==> config.mk <==
export PLATFORM = sky130hd
export DESIGN_NAME = uart_rx_periph
export DESIGN_NICKNAME = d
export VERILOG_FILES = /design/src/rtl/uart_pkg.sv /design/src/rtl/sync_fifo.sv /design/src/rtl/uart_rx_periph.sv
export SDC_FILE = /design/constraint.sdc
export NUM_CORES = 1
export LEC_CHECK = 0
export BUFFER_PORTS_ARGS = -buffer_cell sky130_fd_sc_hd__buf_4
export CORE_ASPECT_RATIO = 1.75
export CORE_UTILIZATION = 45
export DETAILED_ROUTE_END_ITERATION = 16
export GPL_ROUTABILITY_DRIVEN = 0
export PLACE_DENSITY = 0.78
export RECOVER_POWER = 100
export REMOVE_ABC_BUFFERS = 1
export SETUP_SLACK_MARGIN = 0.05
export SLEW_MARGIN = 20
export SYNTH_ARGS = -nofsm -noshare
export SYNTH_HDL_FRONTEND = slang
export SYNTH_SLANG_ARGS = --single-unit
==> constraint.sdc <==
create_clock -name clk -period 1.9 [get_ports clk]
set_clock_uncertainty 0.05 [all_clocks]
set_input_delay 0.19 -clock clk [delete_from_list [all_inputs] [get_ports clk]]
set_output_delay 0.19 -clock clk [all_outputs]
set_load 0.02 [all_outputs]
==> src/rtl/uart_pkg.sv <==
// rtl/uart_pkg.sv - shared UART register map, bit positions and receiver FSM encoding
//
// Contents:
//   PERIPH_BASE_ADDR / UART_RX_ADDR : system address of the receiver (periph slot 4'h5)
//   UART_RX_DATA/CTRL/STATUS        : register indices as seen on reg_addr
//   CTRL_* / STAT_*                 : bit positions inside CTRL and STATUS
//   ST_*                            : receiver FSM state encoding
//   expected_parity()               : parity bit a transmitter would send for a byte
package uart_pkg;

    localparam logic [31:0] PERIPH_BASE_ADDR = 32'h4000_0000;
    localparam logic [31:0] UART_RX_ADDR     = PERIPH_BASE_ADDR + 32'h0000_0500;

    localparam logic [3:0] UART_RX_DATA   = 4'h0;
    localparam logic [3:0] UART_RX_CTRL   = 4'h1;
    localparam logic [3:0] UART_RX_STATUS = 4'h2;

    localparam int CTRL_RXEN = 0;
    localparam int CTRL_IE   = 1;
    localparam int CTRL_PEN  = 2;
    localparam int CTRL_ODD  = 3;

    localparam int STAT_AVAIL   = 0;
    localparam int STAT_FULL    = 1;
    localparam int STAT_OVR     = 2;
    localparam int STAT_FERR    = 3;
    localparam int STAT_PERR    = 4;
    localparam int STAT_OCC_LSB = 5;
    localparam int STAT_OCC_MSB = 8;

    localparam logic [2:0] ST_IDLE   = 3'd0;
    localparam logic [2:0] ST_START  = 3'd1;
    localparam logic [2:0] ST_DATA   = 3'd2;
    localparam logic [2:0] ST_PARITY = 3'd3;
    localparam logic [2:0] ST_STOP   = 3'd4;

    // Even parity: bit makes the total count of ones even; odd parity inverts it.
    function automatic logic expected_parity(input logic [7:0] d, input logic odd);
        return odd ? ~(^d) : (^d);
    endfunction

endpackage

==> src/rtl/sync_fifo.sv <==
// rtl/sync_fifo.sv - parameterised synchronous FIFO with push/pop/full/empty/count
//
// Parameters: WIDTH entry width, DEPTH entry count (power of two, >= 2)
// Ports:
//   clk, rst_n         clock, asynchronous active-low reset
//   push, push_data    write request; accepted when not full, or when full with a pop in the same cycle
//   pop, pop_data      read request; ignored when empty; pop_data shows the head entry
//   full, empty, count status; count is the current occupancy 0..DEPTH
module sync_fifo #(
    parameter int WIDTH = 8,
    parameter int DEPTH = 4
) (
    input  logic                     clk,
    input  logic                     rst_n,
    input  logic                     push,
    input  logic [WIDTH-1:0]         push_data,
    input  logic                     pop,
    output logic [WIDTH-1:0]         pop_data,
    output logic                     full,
    output logic                     empty,
    output logic [$clog2(DEPTH):0]   count
);

    localparam int AW = $clog2(DEPTH);
    localparam int CW = AW + 1;

    logic [WIDTH-1:0] mem_q [DEPTH];
    logic [WIDTH-1:0] mem_d [DEPTH];
    logic [AW-1:0]    wr_ptr_q, wr_ptr_d;
    logic [AW-1:0]    rd_ptr_q, rd_ptr_d;
    logic [CW-1:0]    count_q, count_d;
    logic             do_push;
    logic             do_pop;

    assign full     = (count_q == CW'(DEPTH));
    assign empty    = (count_q == '0);
    assign count    = count_q;
    assign pop_data = mem_q[rd_ptr_q];

    // A pop in the same cycle frees the slot, so a push into a full FIFO still lands.
    assign do_pop  = pop && !empty;
    assign do_push = push && (!full || do_pop);

    always_comb begin
        mem_d    = mem_q;
        wr_ptr_d = wr_ptr_q;
        rd_ptr_d = rd_ptr_q;
        count_d  = count_q;
        if (do_push) begin
            mem_d[wr_ptr_q] = push_data;
            wr_ptr_d        = wr_ptr_q + 1'b1;
        end
        if (do_pop) begin
            rd_ptr_d = rd_ptr_q + 1'b1;
        end
        case ({do_push, do_pop})
            2'b10:   count_d = count_q + 1'b1;
            2'b01:   count_d = count_q - 1'b1;
            default: count_d = count_q;
        endcase
    end

    always_ff @(posedge clk or negedge rst_n) begin
        if (!rst_n) begin
            for (int i = 0; i < DEPTH; i++) begin
                mem_q[i] <= '0;
            end
            wr_ptr_q <= '0;
            rd_ptr_q <= '0;
            count_q  <= '0;
        end else begin
            mem_q    <= mem_d;
            wr_ptr_q <= wr_ptr_d;
            rd_ptr_q <= rd_ptr_d;
            count_q  <= count_d;
        end
    end

endmodule

==> src/rtl/uart_rx_periph.sv <==
// rtl/uart_rx_periph.sv - memory-mapped 8N1 UART receiver with receive FIFO and level interrupt
//
// Optional feature macro: UART_RX_PARITY_EN (adds PARITY state, CTRL PEN/ODD, STATUS PERR)
// Parameters: CLKS_PER_BIT (>= 4), FIFO_DEPTH (power of two, 2..16), DATA_WIDTH (>= 9)
// Ports:
//   clk, rst           clock, asynchronous active-low reset
//   ce, rw             one-cycle register access strobe, 1 = write / 0 = read
//   reg_addr           register index: 0 DATA, 1 CTRL, 2 STATUS
//   data_in, data_out  write data, combinational read data
//   rx                 asynchronous serial input, idle high
//   rx_intr            registered level interrupt
module uart_rx_periph #(
    parameter int CLKS_PER_BIT = 434,
    parameter int FIFO_DEPTH   = 4,
    parameter int DATA_WIDTH   = 32
) (
    input  logic                  clk,
    input  logic                  rst,
    input  logic                  ce,
    input  logic                  rw,
    input  logic [3:0]            reg_addr,
    input  logic [DATA_WIDTH-1:0] data_in,
    output logic [DATA_WIDTH-1:0] data_out,
    input  logic                  rx,
    output logic                  rx_intr
);
    import uart_pkg::*;

    localparam int              CNT_W    = $clog2(CLKS_PER_BIT);
    localparam int              OCC_W    = $clog2(FIFO_DEPTH) + 1;
    localparam logic [CNT_W-1:0] CNT_LAST = CNT_W'(CLKS_PER_BIT - 1);
    localparam logic [CNT_W-1:0] CNT_HALF = CNT_W'(CLKS_PER_BIT / 2 - 1);

    logic             rx_meta_q, rx_meta_d;
    logic             rx_s_q, rx_s_d;
    logic [2:0]       state_q, state_d;
    logic [CNT_W-1:0] cnt_q, cnt_d;
    logic [2:0]       bit_idx_q, bit_idx_d;
    logic [7:0]       shift_q, shift_d;
    logic             brk_q, brk_d;
    logic [3:0]       ctrl_q, ctrl_d;
    logic             ovr_q, ovr_d;
    logic             ferr_q, ferr_d;
    logic             perr_q, perr_d;
    logic             intr_q, intr_d;

    logic             rx_s;
    logic             pen;
    logic             fsm_push;
    logic             ferr_set;
    logic             perr_set;
    logic             ovr_set;
    logic             wr_en;
    logic             rd_pop;
    logic [7:0]       fifo_head;
    logic             fifo_full;
    logic             fifo_empty;
    logic [OCC_W-1:0] fifo_count;
    logic [4:0]       occ_ext;
    logic             unused_ok;

    assign rx_s = rx_s_q;

`ifdef UART_RX_PARITY_EN
    assign pen = ctrl_q[CTRL_PEN];
`else
    assign pen = 1'b0;
`endif

    // ---------------- register interface ----------------
    assign wr_en  = ce && rw;
    assign rd_pop = ce && !rw && (reg_addr == UART_RX_DATA) && !fifo_empty;

    // A push that finds the FIFO full is dropped unless a pop frees a slot this cycle.
    assign ovr_set = fsm_push && fifo_full && !rd_pop;

    always_comb begin
        ctrl_d = ctrl_q;
        ovr_d  = ovr_q;
        ferr_d = ferr_q;
        perr_d = perr_q;
        if (wr_en && (reg_addr == UART_RX_CTRL)) begin
`ifdef UART_RX_PARITY_EN
            ctrl_d = data_in[3:0];
`else
            ctrl_d = {2'b00, data_in[1:0]};
`endif
        end
        if (wr_en && (reg_addr == UART_RX_STATUS)) begin
            if (data_in[STAT_OVR])  ovr_d  = 1'b0;
            if (data_in[STAT_FERR]) ferr_d = 1'b0;
            if (data_in[STAT_PERR]) perr_d = 1'b0;
        end
        // Set after clear so a new event in the clear cycle is not lost.
        if (ovr_set)  ovr_d  = 1'b1;
        if (ferr_set) ferr_d = 1'b1;
        if (perr_set) perr_d = 1'b1;
    end

    assign intr_d = ctrl_q[CTRL_IE] && (!fifo_empty || ovr_q || ferr_q || perr_q);
    assign rx_intr = intr_q;

    // Occupancy field is four bits; a 16-deep FIFO reads 0 when full (FULL tells them apart).
    assign occ_ext = 5'(fifo_count);

    always_comb begin
        data_out = '0;
        case (reg_addr)
            UART_RX_DATA: begin
                if (!fifo_empty) data_out[7:0] = fifo_head;
            end
            UART_RX_CTRL: begin
                data_out[3:0] = ctrl_q;
            end
            UART_RX_STATUS: begin
                data_out[STAT_AVAIL]                 = !fifo_empty;
                data_out[STAT_FULL]                  = fifo_full;
                data_out[STAT_OVR]                   = ovr_q;
                data_out[STAT_FERR]                  = ferr_q;
                data_out[STAT_PERR]                  = perr_q;
                data_out[STAT_OCC_MSB:STAT_OCC_LSB]  = occ_ext[3:0];
            end
            default: data_out = '0;
        endcase
    end

    // ---------------- receive FSM ----------------
    assign rx_meta_d = rx;
    assign rx_s_d    = rx_meta_q;

    always_comb begin
        state_d   = state_q;
        cnt_d     = (cnt_q == CNT_LAST) ? '0 : cnt_q + 1'b1;
        bit_idx_d = bit_idx_q;
        shift_d   = shift_q;
        brk_d     = brk_q;
        fsm_push  = 1'b0;
        ferr_set  = 1'b0;
        perr_set  = 1'b0;
        if (!ctrl_q[CTRL_RXEN]) begin
            // Disabled: hold or abort to IDLE silently; FIFO and flags untouched.
            state_d = ST_IDLE;
            cnt_d   = '0;
        end else begin
            case (state_q)
                ST_IDLE: begin
                    cnt_d = '0;
                    // After a framing error the line may sit low (break); wait for it to
                    // go high before looking for the next start edge.
                    if (brk_q) begin
                        if (rx_s) brk_d = 1'b0;
                    end else if (!rx_s) begin
                        state_d = ST_START;
                    end
                end
                ST_START: begin
                    if (cnt_q == CNT_HALF) begin
                        cnt_d     = '0;
                        bit_idx_d = '0;
                        state_d   = rx_s ? ST_IDLE : ST_DATA;
                    end
                end
                ST_DATA: begin
                    if (cnt_q == CNT_LAST) begin
                        shift_d   = {rx_s, shift_q[7:1]};
                        bit_idx_d = bit_idx_q + 1'b1;
                        if (bit_idx_q == 3'd7) begin
                            state_d = pen ? ST_PARITY : ST_STOP;
                        end
                    end
                end
`ifdef UART_RX_PARITY_EN
                ST_PARITY: begin
                    if (cnt_q == CNT_LAST) begin
                        perr_set = (rx_s != expected_parity(shift_q, ctrl_q[CTRL_ODD]));
                        state_d  = ST_STOP;
                    end
                end
`endif
                ST_STOP: begin
                    if (cnt_q == CNT_LAST) begin
                        state_d = ST_IDLE;
                        if (rx_s) begin
                            fsm_push = 1'b1;
                        end else begin
                            ferr_set = 1'b1;
                            brk_d    = 1'b1;
                        end
                    end
                end
                default: begin
                    state_d = ST_IDLE;
                    cnt_d   = '0;
                end
            endcase
        end
    end

    sync_fifo #(
        .WIDTH (8),
        .DEPTH (FIFO_DEPTH)
    ) u_fifo (
        .clk       (clk),
        .rst_n     (rst),
        .push      (fsm_push),
        .push_data (shift_q),
        .pop       (rd_pop),
        .pop_data  (fifo_head),
        .full      (fifo_full),
        .empty     (fifo_empty),
        .count     (fifo_count)
    );

    always_ff @(posedge clk or negedge rst) begin
        if (!rst) begin
            rx_meta_q <= 1'b1;
            rx_s_q    <= 1'b1;
            state_q   <= ST_IDLE;
            cnt_q     <= '0;
            bit_idx_q <= '0;
            shift_q   <= '0;
            brk_q     <= 1'b0;
            ctrl_q    <= '0;
            ovr_q     <= 1'b0;
            ferr_q    <= 1'b0;
            perr_q    <= 1'b0;
            intr_q    <= 1'b0;
        end else begin
            rx_meta_q <= rx_meta_d;
            rx_s_q    <= rx_s_d;
            state_q   <= state_d;
            cnt_q     <= cnt_d;
            bit_idx_q <= bit_idx_d;
            shift_q   <= shift_d;
            brk_q     <= brk_d;
            ctrl_q    <= ctrl_d;
            ovr_q     <= ovr_d;
            ferr_q    <= ferr_d;
            perr_q    <= perr_d;
            intr_q    <= intr_d;
        end
    end

    assign unused_ok = ^{data_in, occ_ext[4]};

endmodule
==> metrics.cfg <==
[cts]
cts.clk_slew.worst_paths_ns = 0.05
clock-sinks = 70
cts_made_buffers = 9
h-tree-depth = 3
cts_root_buffer = clkbuf_16
clock_path_buffers = 2
clk-insertion-delay-late_ns = 0.33
cts_tree = built

[timing]
relSlewSlack_pct = 42.26
min_period_ns = 2.045
fin_crit_sh_pct = 107.6
rsz0062_at_grt = yes
hold_viol = 0
fin_setup_tns_ns = -0.9779
setup_viol = 21
timing.fmax_ghz = 0.4890
slew_violations = 0
tightest_slew_ns = 0.8661
worst_slack_ns = -0.1450

[yosys]
synth_edf_count = 0
yosysSeqAreaShare_pct = 48.56
synthArstFlopShare_pct = 100.0
synth_top_flop_cell = dfrtp_1
syn-cell-area_um2 = 3612
synth_top_cell_area_share_pct = 47.11
synth_cell_types = 50
yosysWarnings = 0
synthTopCellsByArea = dfrtp_1, mux2_2, buf_4, mux4_2, nand2_1
syn_inst = 299
synth_seq_cells = 70
synth_top_area_cell = dfrtp_1
synth_area_per_cell_um2 = 12.08

[hold_path]
whs_path_depth = 2
hp-class = input pin to flop
hold_path.startpoint = data_in[1]
worstHoldEndpoint = ctrl_q[1]$_DFFE_PN0P_

[critical_path]
crit_path_top_delay_cell = dfrtp_1
critical-path-top-delay-family = simple AND/OR/NAND/NOR gates
cp_slowest_stage_delay_ns = 0.38
start_kind = flop
critical_path_required_ns = 2.07
critPathBufInv = 1
path_common_cell = xor2_1
r2r_start = cnt_q[2]$_DFF_PN0_
crit_arrival_ns = 2.21
r2r_cells = 9
r2r_slack_ns = -0.14
worstPathCellList = nand4bb_4 -> nor4_4 -> nand4_2 -> ha_2 -> inv_2 -> fa_2 -> xor2_1 -> nor2_1 -> xor2_1
path_class = flop to flop
crit_path_end_kind = flop
rr_endpoint = u_fifo.count[2]$_DFFE_PN0P_
cp_max_fo = 2

[route]
drc = 0
wl_per_cell_um = 16.95
drtPass1Iterations = 4
via_per_inst = 5.300
num_vias = 2475
ant_nets = 0
routed_wl_mm = 7.915
drtIter0Drc = 155

[floorplan]
fp.dieW_um = 69.73
ios = 74
rows = 42
dieArea_um2 = 8403
chipHeight_um = 120.5
initial_utilization_pct = 47.08
core_um2 = 7672

[cells_and_area]
utilization_pct = 59.54
fillCellCount = 606
fin_nets = 426
postLayoutCellArea_um2 = 4568
area_growth_pct = 26.46
layout-drive-gt1-share_pct = 41.16
n_antenna_cell = 0

[power]
power.total_mw = 3.415
ir_drop_mv = 0.5808
power.density_nw_per_um2 = 747.6
p_leak_nw = 2.226

[grt]
grt_pass1_vias = 2637
grt_pass1_wl_mm = 13.10
grt_use_total_pct = 20.96
grt_antenna_before_repair = 0
grt_overflow = 0
grt_max_degree = 36

[run]
maxCapViolCount = 0

[placed_design]
placed_area_um2 = 4083
portBuffers = 21
dpl.hpwl_mm = 5.605

[status]
status = complete, but fails checks
violations = negative setup slack

cell families (layout without fill, tap and decap cells):
family	count (synthesis)	count (layout)	synth area share, %
simple gates	90	90	14.93
buf+inv	43	100	7.031
flops	70	70	48.56
compound gates	26	26	5.646
mux	44	44	16.31
xor+xnor	14	14	3.395
other cells	1	24	0.1038
fa+ha+maj	11	11	4.018
cells in the mapped netlist, types with 2 or more instances:
master     number
o21ai_0         4
nor2_1         16
nand4_1         3
xor2_1          7
nand2_1        34
a22o_1          8
nand3_1         5
buf_2           2
clkbuf_1        5
nor4bb_1        2
mux2_2         32
ha_1           10
nand4bb_1       2
dfrtp_1        68
and3_1          6
a21oi_1         3
nand3_4         4
inv_1          12
buf_4          24
and2_1          2
nor4b_1         2
a21o_1          2
xnor2_1         7
mux2_1          3
dfstp_2         2
nor3_1          3
mux4_2          8
flip-flops by register name, indices dropped and copies added (netlist names):
signal / flops
u_fifo.count: 3
ferr_q: 1
rx_s: 1
ovr_q: 1
u_fifo.rd_ptr_q: 2
brk_q: 1
state_q: 3
bit_idx_q: 3
rx_intr: 1
ctrl_q: 2
u_fifo.wr_ptr_q: 2
shift_q: 8
u_fifo.mem_q: 32
rx_meta_q: 1
cnt_q: 9
timing repair:
action | 4_1_cts | 5_1_grt
hold buffers | 2 | 0
pin swaps | 13 | 5
gates resized for setup | 32 | 8
endpoints found under the hold margin | 31 | 0
endpoints found under the setup margin | 58 | 53
setup buffers | 8 | 2
power by group:
| part | total, mW | internal (mW) | switching (mW) |
|---|---|---|---|
| Clock | 1.52 | 0.917 | 0.605 |
| Sequential | 1.56 | 1.53 | 0.0274 |
| Combinational | 0.335 | 0.139 | 0.196 |
worst max-delay path by stage:
stage | from | endpoint | slack (ns) | cells after the start
finish | cnt_q[2]$_DFF_PN0_ | u_fifo.count[2]$_DFFE_PN0P_ | -0.14 | 9
global route | cnt_q[2]$_DFF_PN0_ | u_fifo.count[2]$_DFFE_PN0P_ | -0.29 | 9
CTS | u_fifo.rd_ptr_q[0]$_DFFE_PN0P_ | data_out[5] | -0.15 | 4
detailed placement | reg_addr[1] | u_fifo.count[2]$_DFFE_PN0P_ | -0.44 | 9
global placement | reg_addr[1] | u_fifo.count[2]$_DFFE_PN0P_ | -0.38 | 9
floorplan | reg_addr[1] | u_fifo.count[2]$_DFFE_PN0P_ | -0.39 | 9
per-layer routing:
| metal | vias up | part of all wire, % | global-route usage, % |
|---|---|---|---|
| met1 | 1253 | 36 | 21.71 |
| met2 | 41 | 58 | 39.26 |
| met4 | 0 | 3.5 | 10.63 |
| li1 | 1165 | - | - |
| met3 | 16 | 2.3 | 4.250 |
| met5 | - | 0 | 0 |
worst register-to-register path, cell delays in order (launching register included):
cell and delay, ns:
dfrtp_1 0.38, nand4bb_4 0.25, nor4_4 0.27, nand4_2 0.15, ha_2 0.21, inv_2 0.06
fa_2 0.21, xor2_1 0.14, nor2_1 0.07, xor2_1 0.15
per-stage QoR:
| stage | instances | hold slack [ns] | setup WS, ns |
|---|---|---|---|
| floorplan | 291 | -0.1556 | -0.3925 |
| global placement | 440 | 0.1148 | -0.3772 |
| detailed placement | 440 | 0.1155 | -0.4405 |
| CTS | 466 | 0.03402 | -0.1505 |
| global route | 467 | 0.03376 | -0.2910 |
| finish | 467 | 0.04175 | -0.1450 |
cell type report:
type                    instances  area, um2  area share [%]
well taps                      88      110.1           2.410
flip-flops and latches         70       1757           38.46
inverters                      12      45.04          0.9860
clock buffers                  11      242.7           5.314
multi-input cells             209       1799           39.39
clock inverters                 5      35.03          0.7669
repair buffers                 72      579.3           12.68
placed cells by master (no fill, tap or decap), types with 3 or more instances in the layout:
cell type	Yosys	layout
xnor2_1	7	7
o21ai_0	4	3
a22o_1	8	8
ha_1	10	8
buf_6	0	9
conb_1	1	24
mux2_4	1	4
inv_1	12	10
clkbuf_1	5	5
clkbuf_2	0	4
mux2_2	32	32
dfrtp_1	68	66
nor2_1	16	14
clkbuf_16	0	9
xor2_1	7	7
nand3_1	5	5
nand3_4	4	4
buf_4	24	49
nand2_1	34	33
nand4_1	3	3
and3_1	6	6
mux4_2	8	8
Note: power is estimated with default switching activity, not from simulation.
